$ cat config.mk
export PLATFORM = sky130hd
export DESIGN_NAME = exec_sequencer
export DESIGN_NICKNAME = d
export VERILOG_FILES = /design/src/rtl/exec_sequencer.sv
export SDC_FILE = /design/constraint.sdc
export NUM_CORES = 1
export LEC_CHECK = 0
export BUFFER_PORTS_ARGS = -buffer_cell sky130_fd_sc_hd__buf_2
export CAP_MARGIN = 0
export CORE_UTILIZATION = 35
export CTS_CLUSTER_DIAMETER = 100
export DETAILED_ROUTE_END_ITERATION = 12
export PLACE_DENSITY_LB_ADDON = 0.08
export SYNTH_ARGS = -nofsm -noshare
export SYNTH_HDL_FRONTEND = slang
export SYNTH_SLANG_ARGS = --single-unit
$ cat constraint.sdc
create_clock -name clock -period 17.61 [get_ports clock]
set_clock_uncertainty 0.2 [all_clocks]
set_input_delay 3.522 -clock clock [delete_from_list [all_inputs] [get_ports clock]]
set_output_delay 3.522 -clock clock [all_outputs]
set_load 0.005 [all_outputs]
$ cat src/rtl/exec_sequencer.sv
// rtl/exec_sequencer.sv - packet-fetching instruction sequencer with req/ack unit handshakes
module exec_sequencer #(
  parameter int INST_W  = 32,
  parameter int IPP     = 8,
  parameter int PC_W    = 7,
  parameter int ADDR_W  = 7,
  parameter int TIMEOUT = 64
) (
  input  logic                        clock,
  input  logic                        reset,
  input  logic                        run,
  output logic                        imem_req,
  output logic [PC_W-$clog2(IPP)-1:0] imem_addr,
  input  logic                        imem_ack,
  input  logic [INST_W*IPP-1:0]       imem_data,
  output logic                        opr_req,
  output logic                        opr_sel,
  output logic                        opr_is_reg,
  output logic [ADDR_W-1:0]           opr_addr,
  input  logic                        opr_ack,
  output logic [6:0]                  alu_op,
  output logic                        alu_start,
  input  logic                        alu_done,
  output logic                        wb_req,
  output logic                        wb_is_reg,
  output logic [ADDR_W-1:0]           wb_addr,
  input  logic                        wb_ack,
  output logic [PC_W-1:0]             pc,
  output logic                        halted,
  output logic                        fault,
  output logic [1:0]                  fault_code
);
  localparam int SLOT_W = $clog2(IPP);
  localparam int CNT_W  = $clog2(TIMEOUT + 2);
  localparam bit TO_EN  = (TIMEOUT > 0);
  localparam logic [CNT_W-1:0] TO_LAST = CNT_W'(TIMEOUT > 0 ? TIMEOUT - 1 : 0);
  localparam logic [6:0] OP_HALT = 7'h7F;

  typedef enum logic [2:0] {
    S_IDLE, S_FETCH, S_DECODE, S_RD1, S_RD2, S_EXEC, S_WB, S_FAULT
  } state_t;

  state_t                state_q, state_d;
  logic [PC_W-1:0]       pc_q, pc_d;
  logic                  pkt_valid_q, pkt_valid_d;
  logic [INST_W*IPP-1:0] pkt_q, pkt_d;
  logic [CNT_W-1:0]      wait_q, wait_d;
  logic                  fault_q, fault_d;
  logic [1:0]            fcode_q, fcode_d;

  logic [INST_W-1:0] slots [IPP];
  logic [SLOT_W-1:0] slot;
  logic [INST_W-1:0] inst;
  logic [PC_W-1:0]   pc_inc;
  logic              timed_out;
  logic              to_fault;
  logic [1:0]        to_code;

  // Slot 0 sits in the most significant bits of the packet.
  for (genvar g = 0; g < IPP; g++) begin : g_slot
    assign slots[g] = pkt_q[(IPP-1-g)*INST_W +: INST_W];
  end

  assign slot      = pc_q[SLOT_W-1:0];
  assign inst      = slots[slot];
  assign pc_inc    = pc_q + PC_W'(1);
  assign timed_out = TO_EN && (wait_q == TO_LAST);

  // Next-state logic: handshake completion wins over timeout in the same cycle.
  always_comb begin
    state_d     = state_q;
    pc_d        = pc_q;
    pkt_valid_d = pkt_valid_q;
    pkt_d       = pkt_q;
    fault_d     = fault_q;
    fcode_d     = fcode_q;
    to_fault    = 1'b0;
    to_code     = 2'd0;
    case (state_q)
      S_IDLE: begin
        if (run) state_d = (!pkt_valid_q || slot == '0) ? S_FETCH : S_DECODE;
      end
      S_FETCH: begin
        if (imem_ack) begin
          pkt_d       = imem_data;
          pkt_valid_d = 1'b1;
          state_d     = S_DECODE;
        end else if (timed_out) begin
          to_fault = 1'b1;
          to_code  = 2'd0;
        end
      end
      S_DECODE: state_d = (inst[31:25] == OP_HALT) ? S_IDLE : S_RD1;
      S_RD1: begin
        if (opr_ack) state_d = inst[0] ? S_RD2 : S_EXEC;
        else if (timed_out) begin
          to_fault = 1'b1;
          to_code  = 2'd1;
        end
      end
      S_RD2: begin
        if (opr_ack) state_d = S_EXEC;
        else if (timed_out) begin
          to_fault = 1'b1;
          to_code  = 2'd1;
        end
      end
      S_EXEC: begin
        if (alu_done) state_d = S_WB;
        else if (timed_out) begin
          to_fault = 1'b1;
          to_code  = 2'd2;
        end
      end
      S_WB: begin
        if (wb_ack) begin
          pc_d    = pc_inc;
          state_d = (pc_inc[SLOT_W-1:0] == '0) ? S_FETCH : S_DECODE;
        end else if (timed_out) begin
          to_fault = 1'b1;
          to_code  = 2'd3;
        end
      end
      S_FAULT: state_d = S_FAULT;
      default: state_d = S_IDLE;
    endcase
    if (to_fault) begin
      state_d = S_FAULT;
      fault_d = 1'b1;
      fcode_d = to_code;
    end
    wait_d = (state_d != state_q) ? '0 : ((&wait_q) ? wait_q : wait_q + CNT_W'(1));
  end

  // State and datapath registers with asynchronous reset.
  always_ff @(posedge clock or posedge reset) begin
    if (reset) begin
      state_q     <= S_IDLE;
      pc_q        <= '0;
      pkt_valid_q <= 1'b0;
      pkt_q       <= '0;
      wait_q      <= '0;
      fault_q     <= 1'b0;
      fcode_q     <= 2'd0;
    end else begin
      state_q     <= state_d;
      pc_q        <= pc_d;
      pkt_valid_q <= pkt_valid_d;
      pkt_q       <= pkt_d;
      wait_q      <= wait_d;
      fault_q     <= fault_d;
      fcode_q     <= fcode_d;
    end
  end

  // Request and field outputs are decoded from the state; addresses read 0 outside their state.
  always_comb begin
    imem_req   = (state_q == S_FETCH);
    opr_req    = (state_q == S_RD1) || (state_q == S_RD2);
    opr_sel    = (state_q == S_RD2);
    opr_is_reg = 1'b0;
    opr_addr   = '0;
    if (state_q == S_RD1) begin
      opr_is_reg = inst[8];
      opr_addr   = ADDR_W'(inst[15:9]);
    end else if (state_q == S_RD2) begin
      opr_is_reg = inst[16];
      opr_addr   = ADDR_W'(inst[7:1]);
    end
    alu_op = '0;
    if (state_q inside {S_RD1, S_RD2, S_EXEC, S_WB}) alu_op = inst[31:25];
    alu_start = (state_q == S_EXEC) && (wait_q == '0);
    wb_req    = (state_q == S_WB);
    wb_is_reg = (state_q == S_WB) ? inst[24] : 1'b0;
    wb_addr   = (state_q == S_WB) ? ADDR_W'(inst[23:17]) : '0;
  end

  assign imem_addr  = pc_q[PC_W-1:SLOT_W];
  assign pc         = pc_q;
  assign halted     = (state_q == S_IDLE);
  assign fault      = fault_q;
  assign fault_code = fcode_q;

endmodule

==> impl_metrics.yaml, run 1 <==
run_status:
  status: "finished clean"
routing:
  vias: 8240
  post_drt_via_cell_ratio: 5.04
  wl_per_cell_microns: 20.6
  drc_errors: 0
  routed_wl_microns: 33600
  antenna_left: 0
  drt-pass1-iter-count: 4
  drt_iter0_markers: 282
die:
  rows: 70
  dieArea_sq_mm: 0.0377
  die_x_microns: 194
  die_y_microns: 194
  fp.coreArea_sq_mm: 0.0364
  start_util_pct: 35.5
  io_pins: 306
clock_tree:
  htreeDepth: 2
  numCtsBuffers: 34
  clkLatencyLatePin_ps: 520
  cts_tree: "done"
  cts_root_buf: "clkbuf_16"
  clockBufferDepth: 3
  hold_buffers: 0
  cts_resized: 0
  post_cts_buffers: 0
  clock_sinks: 277
  path_clk_slew_ps: 50
timing:
  fmax_mhz: 145
  rsz0062_at_grt: "false"
  hold_ws_ps: 277
  slew_headroom_pct: 28.2
  slew_violations: 0
  finalCritPeriodShare_pct: 39.2
  setup_tns_ps: 0
  hold_viol_final: 0
  worstMarginPinSlew_ps: 1080
  setup_viol: 0
  period_needed_ps: 6900
grt:
  grt.total_usage_pct: 18.2
  use_met3_pct: 5.55
  met1_usage_pct: 24.6
  grt_antenna_before_repair: 17
  grt_pass1_vias: 8740
  grt_overflow_total: 0
  grt_max_degree: 165
  gr-usage-met2_pct: 28.0
  grt_pass1_wl_microns: 52800
  top_usage_layer: "met2"
yosys:
  synth_cell_types: 54
  netlist_area_sq_mm: 0.0129
  yosysSeqAreaShare_pct: 53.6
  synth.area.top_cells: "dfrtp_1 (54%), mux2_2 (22%), mux4_2 (11%), mux2i_1 (2.2%), buf_2 (1.6%)"
  yosysWarnings: 0
  avgSynthCellArea_sq_um: 15.2
  synth_cells: 848
  synth.net_count: 1116
  synth_seq_cells: 277
  yosysTopAreaCellShare_pct: 53.6
  yosys.area.top_type: "dfrtp_1"
placed_design:
  port_buffers: 305
  place_area_sq_mm: 0.0148
  place_congestion: 0.749
  dpl.hpwl_microns: 23000
worst_hold_path:
  hold_path_class: "register to register"
  min_path_cells: 1
worst_setup_path:
  critical_path.max_fanout: 42
  required_ps: 13890
  r2r_cells: 5
  endpoint_kind: "primary output"
  worst_ep_arrival_time_ps: 3180
  worst_setup_path_start_kind: "register"
  path_class: "register to primary output"
finish:
  fin_nets: 1405
  layout-area-overhead-vs-synth_pct: 23.4
  fill_cells: 3448
  drive_gt1_share_pct: 60.9
  final_util_pct: 43.8
  stdcell_area_sq_mm: 0.0160
pwr:
  p_leak_nw: 7.14
  powerDensity_mw_per_mm2: 186
  vdd_drop_max_mv: 0.0994
run:
  cap_violations: 0
==> per-layer routing <==
metal	vias up	wire [microns]
met5	-	97
met4	16	625
met3	58	2280
met2	217	15800
met1	4230	14900
li1	3719	-
==> worst max-delay path, cell delays in order (launching register included) <==
cell     delay, ps
dfrtp_4        960
buf_4          650
mux4_2         590
mux2i_1        220
nor2_1          80
buf_2          160
==> cell usage in the layout (no fill, tap or decap), types with 8 or more instances in the layout <==
cell | Yosys | final
a21oi_1 | 12 | 12
buf_2 | 41 | 305
clkbuf_16 | 0 | 35
clkbuf_8 | 0 | 8
dfrtp_1 | 277 | 274
diode_2 | 0 | 9
mux2_2 | 256 | 256
mux2i_1 | 29 | 29
mux4_2 | 63 | 63
nand2_1 | 27 | 27
nand3_1 | 8 | 8
nor2_1 | 17 | 17
o22ai_1 | 8 | 8
==> per-stage QoR <==
stage | total power [W] | cells | worst slack, ps
floorplan | 0.00198 | 848 | 6250
global placement | 0.00227 | 1569 | 10750
detailed placement | 0.00229 | 1569 | 10760
CTS | 0.00302 | 1627 | 10560
global route | 0.00316 | 1634 | 10420
finish | 0.00296 | 1636 | 10710
==> registers in the layout, summed over array words and instances, names as in the netlist <==
name and count:
fault 1, fault_code 2, pc 7, pkt_q 256
pkt_valid_q 1, state_q 3, wait_q 7
==> cell families (layout without fill, tap and decap cells) <==
group / after synthesis / count (layout) / synth area share, %
AOI/OAI and AO/OA: 46 / 46 / 3.06
xor gates and xnor gates: 11 / 11 / 0.745
adders and majority gates: 5 / 5 / 0.484
buffers and inverters: 70 / 381 / 2.89
DFF: 277 / 277 / 53.6
muxes: 348 / 348 / 35.5
other: 0 / 9 / 0
and+or+nand+nor: 91 / 91 / 3.69
==> cell usage after synthesis (all sizes together) <==
library cell	count
a2111oi	1
a211o	1
a21boi	1
a21o	1
a21oi	13
a2bb2oi	2
a31o	1
a31oi	5
a41o	1
and3	1
and3b	1
and4	1
buf	55
clkbuf	5
dfrtp	277
ha	5
inv	10
mux2	256
mux2i	29
mux4	63
nand2	28
nand2b	7
nand3	9
nand3b	4
nand4	3
nor2	17
nor2b	3
nor3	8
nor3b	1
nor4	1
nor4b	1
o2111ai	1
o211a	1
o21ai	6
o21bai	1
o22ai	8
o2bb2ai	1
o32a	2
or2	3
or2b	1
or3	2
xnor2	6
xor2	5
==> power breakdown <==
part | switching [W] | total [W] | internal (W)
registers | 0.000224 | 0.00117 | 0.000947
logic | 0.000431 | 0.00108 | 0.000654
clock network | 0.000269 | 0.000709 | 0.000440
total | 0.000924 | 0.00296 | 0.00204
==> path summary, 6_finish.rpt <==
kind / from / slack, ps / end
worst max-delay path: pc[0] / 10710 / alu_op[4]
worst min-delay path: fault / 280 / fault
worst max register to register: state_q[2] / 13370 / pkt_q[102]
worst min register to register: fault / 280 / fault
max in group asynchronous: reset / 12030 / pkt_q[145]
min in group asynchronous: reset / 2920 / pkt_q[149]
==> layout make-up <==
type                            count  area (sq um)  area share, %
Inverter                           10          45.0          0.282
Tap cell                          468           586           3.67
Multi-Input combinational cell    501          5630           35.3
Clock inverter                     10           129          0.808
Timing Repair Buffer              313          1600           10.0
Sequential cell                   277          6940           43.5
Antenna cell                        9          22.5          0.141
Clock buffer                       48          1000           6.30
(Power assumes the default switching activity.)
==> run 2: changes to the inputs <==
- clock period: 17.61 -> 6.8 ns (I/O delays scaled with it)
==> run 2 against run 1 <==
Compared with the run above: sequential power rose to 2.6 times the previous value; cell count down 0.18%; combinational power rose to 2.6 times the previous value; flip-flop and latch count unchanged; largest power group unchanged; cell area about the same; non-clock buffer count up 1; wire length down 0.33%; worst hold slack worse by 2.6 ps; highest routed layer unchanged; die area unchanged; critical path type unchanged.
==> impl_metrics.yaml, run 2 (synthesized netlist as in run 1, its figures left out) <==
run_status:
  status: "finished clean"
finish:
  final_common_cell: "buf_2"
  regMostFlops: "pkt_q"
  fin_nets: 1406
  layout-area-overhead-vs-synth_pct: 23.3
  drive_gt1_share_pct: 60.5
  largest_reg_flops: 256
  fill_cells: 3434
  final_cell_mix: "buf_2 (305), dfrtp_1 (274), mux2_2 (256), mux4_2 (63), clkbuf_16 (35)"
  final_util_pct: 43.8
routing:
  drc_errors: 0
  vias: 8132
  post_drt_via_cell_ratio: 4.98
  routed_wl_microns: 33500
  drt_iter0_markers: 312
  drt-pass1-iter-count: 5
  antenna_left: 0
  wl_per_cell_microns: 20.5
clock_tree:
  cts_resized: 0
  htreeDepth: 2
  numCtsBuffers: 34
  path_clk_slew_ps: 60
  clock_sinks: 277
  post_cts_buffers: 0
  cts_root_buf: "clkbuf_16"
  clockBufferDepth: 3
  hold_buffers: 0
  cts_tree: "done"
  clkLatencyLatePin_ps: 520
worst_setup_path:
  path_cells: "buf_4 -> mux4_2 -> mux2i_1 -> o22ai_1 -> buf_2"
  critPathBufInv: 2
  cp_top_family: "flip-flops"
  worst_ep_arrival_time_ps: 3110
  endpoint_kind: "primary output"
  required_ps: 5240
  critical_path.max_fanout: 46
  cp_slowest_cell: "dfrtp_4"
  path_class: "register to primary output"
  max_stage_delay_ps: 1020
  worst_setup_path_start_kind: "register"
timing:
  period_needed_ps: 4670
  hold_viol_final: 0
  worstMarginPinSlew_ps: 885
  setup_viol: 0
  setup_tns_ps: 0
  fmax_mhz: 214
  slew_violations: 0
  finalCritPeriodShare_pct: 68.6
  slew_headroom_pct: 41.0
  rsz0062_at_grt: "false"
die:
  dieArea_sq_mm: 0.0377
  rows: 70
  io_pins: 306
  die_x_microns: 194
  fp.coreArea_sq_mm: 0.0364
  die_y_microns: 194
  start_util_pct: 35.5
grt:
  grt_pass1_vias: 8836
  grt_overflow_total: 0
  grt_max_degree: 150
  grt_pass1_wl_microns: 52900
  grt.total_usage_pct: 18.2
  grt_antenna_before_repair: 6
worst_hold_path:
  hold_path_class: "register to register"
run:
  cap_violations: 0
placed_design:
  dpl.hpwl_microns: 23000
  port_buffers: 305
  place_congestion: 0.778
pwr:
  p_leak_nw: 7.12
  powerDensity_mw_per_mm2: 479
  vdd_drop_max_mv: 0.213
## run 2: cell types whose count changed in the layout (fill, tap and decap cells not counted), sizes merged
| cell | change |
|---|---|
| diode | -5 |
| inv | -1 |
| clkinvlp | +1 |
| clkinv | -4 |
| clkbuf | +6 |
| bufinv | -1 |
| buf | +1 |
## run 2: final timing paths
check                      startpoint          end  depth (start not counted)  slack (ps)
setup / recovery                pc[0]  opr_addr[5]                          5        2130
hold / removal                  fault        fault                          1         270
setup reg to reg                pc[1]    wait_q[2]                          9        3290
hold reg to reg                 fault        fault                          1         270
max in group asynchronous       reset    pkt_q[65]                          3        4470
min in group asynchronous       reset   pkt_q[211]                          2         720
## run 2: layer usage
metal	global-route usage [%]	routed length [microns]	vias up
li1	-	-	3724
met1	26.1	15600	4141
met2	27.5	15400	212
met3	3.91	1740	51
met4	5.32	704	4
met5	0	27	-
## run 2: worst reg2reg max path: cells and delay by family, from the launching register on
kind | cells | cell delay (ps)
AO/OA/AOI/OAI | 3 | 610
adder cells (fa/ha/maj) | 1 | 290
buffers and inverters | 2 | 890
flip-flops | 1 | 880
AND/OR/NAND/NOR | 3 | 550
## run 2: power breakdown
group          internal, W  switching, W  total [W]  leakage, nW
combinational      0.00170       0.00107    0.00277         3.24
clock              0.00111      0.000693    0.00180        0.542
sequential         0.00245      0.000614    0.00307         3.34
total              0.00526       0.00238    0.00764         7.12
## run 2: final cells by class
| type | count | area, sq um | area share (%) |
|---|---|---|---|
| Antenna cell | 4 | 10.0 | 0.0628 |
| Clock buffer | 54 | 1030 | 6.44 |
| Clock inverter | 5 | 78.8 | 0.494 |
| Inverter | 10 | 41.3 | 0.259 |
| Multi-Input combinational cell | 501 | 5630 | 35.3 |
| Sequential cell | 277 | 6940 | 43.5 |
| Tap cell | 468 | 586 | 3.67 |
| Timing Repair Buffer | 314 | 1630 | 10.2 |
## run 2: stage by stage
step | cell area (sq um) | std cells | hold WS (ps) | setup WS, ps | power [W]
6_report | 15900 | 1633 | 275 | 2130 | 0.00764
5_1_grt | 15900 | 1632 | 311 | 1920 | 0.00815
4_1_cts | 15900 | 1629 | 276 | 1980 | 0.00777
3_5_place_dp | 14800 | 1570 | 262 | 2550 | 0.00593
3_3_place_gp | 14800 | 1570 | 251 | 2570 | 0.00587
2_1_floorplan | 12900 | 848 | 259 | 1570 | 0.00513
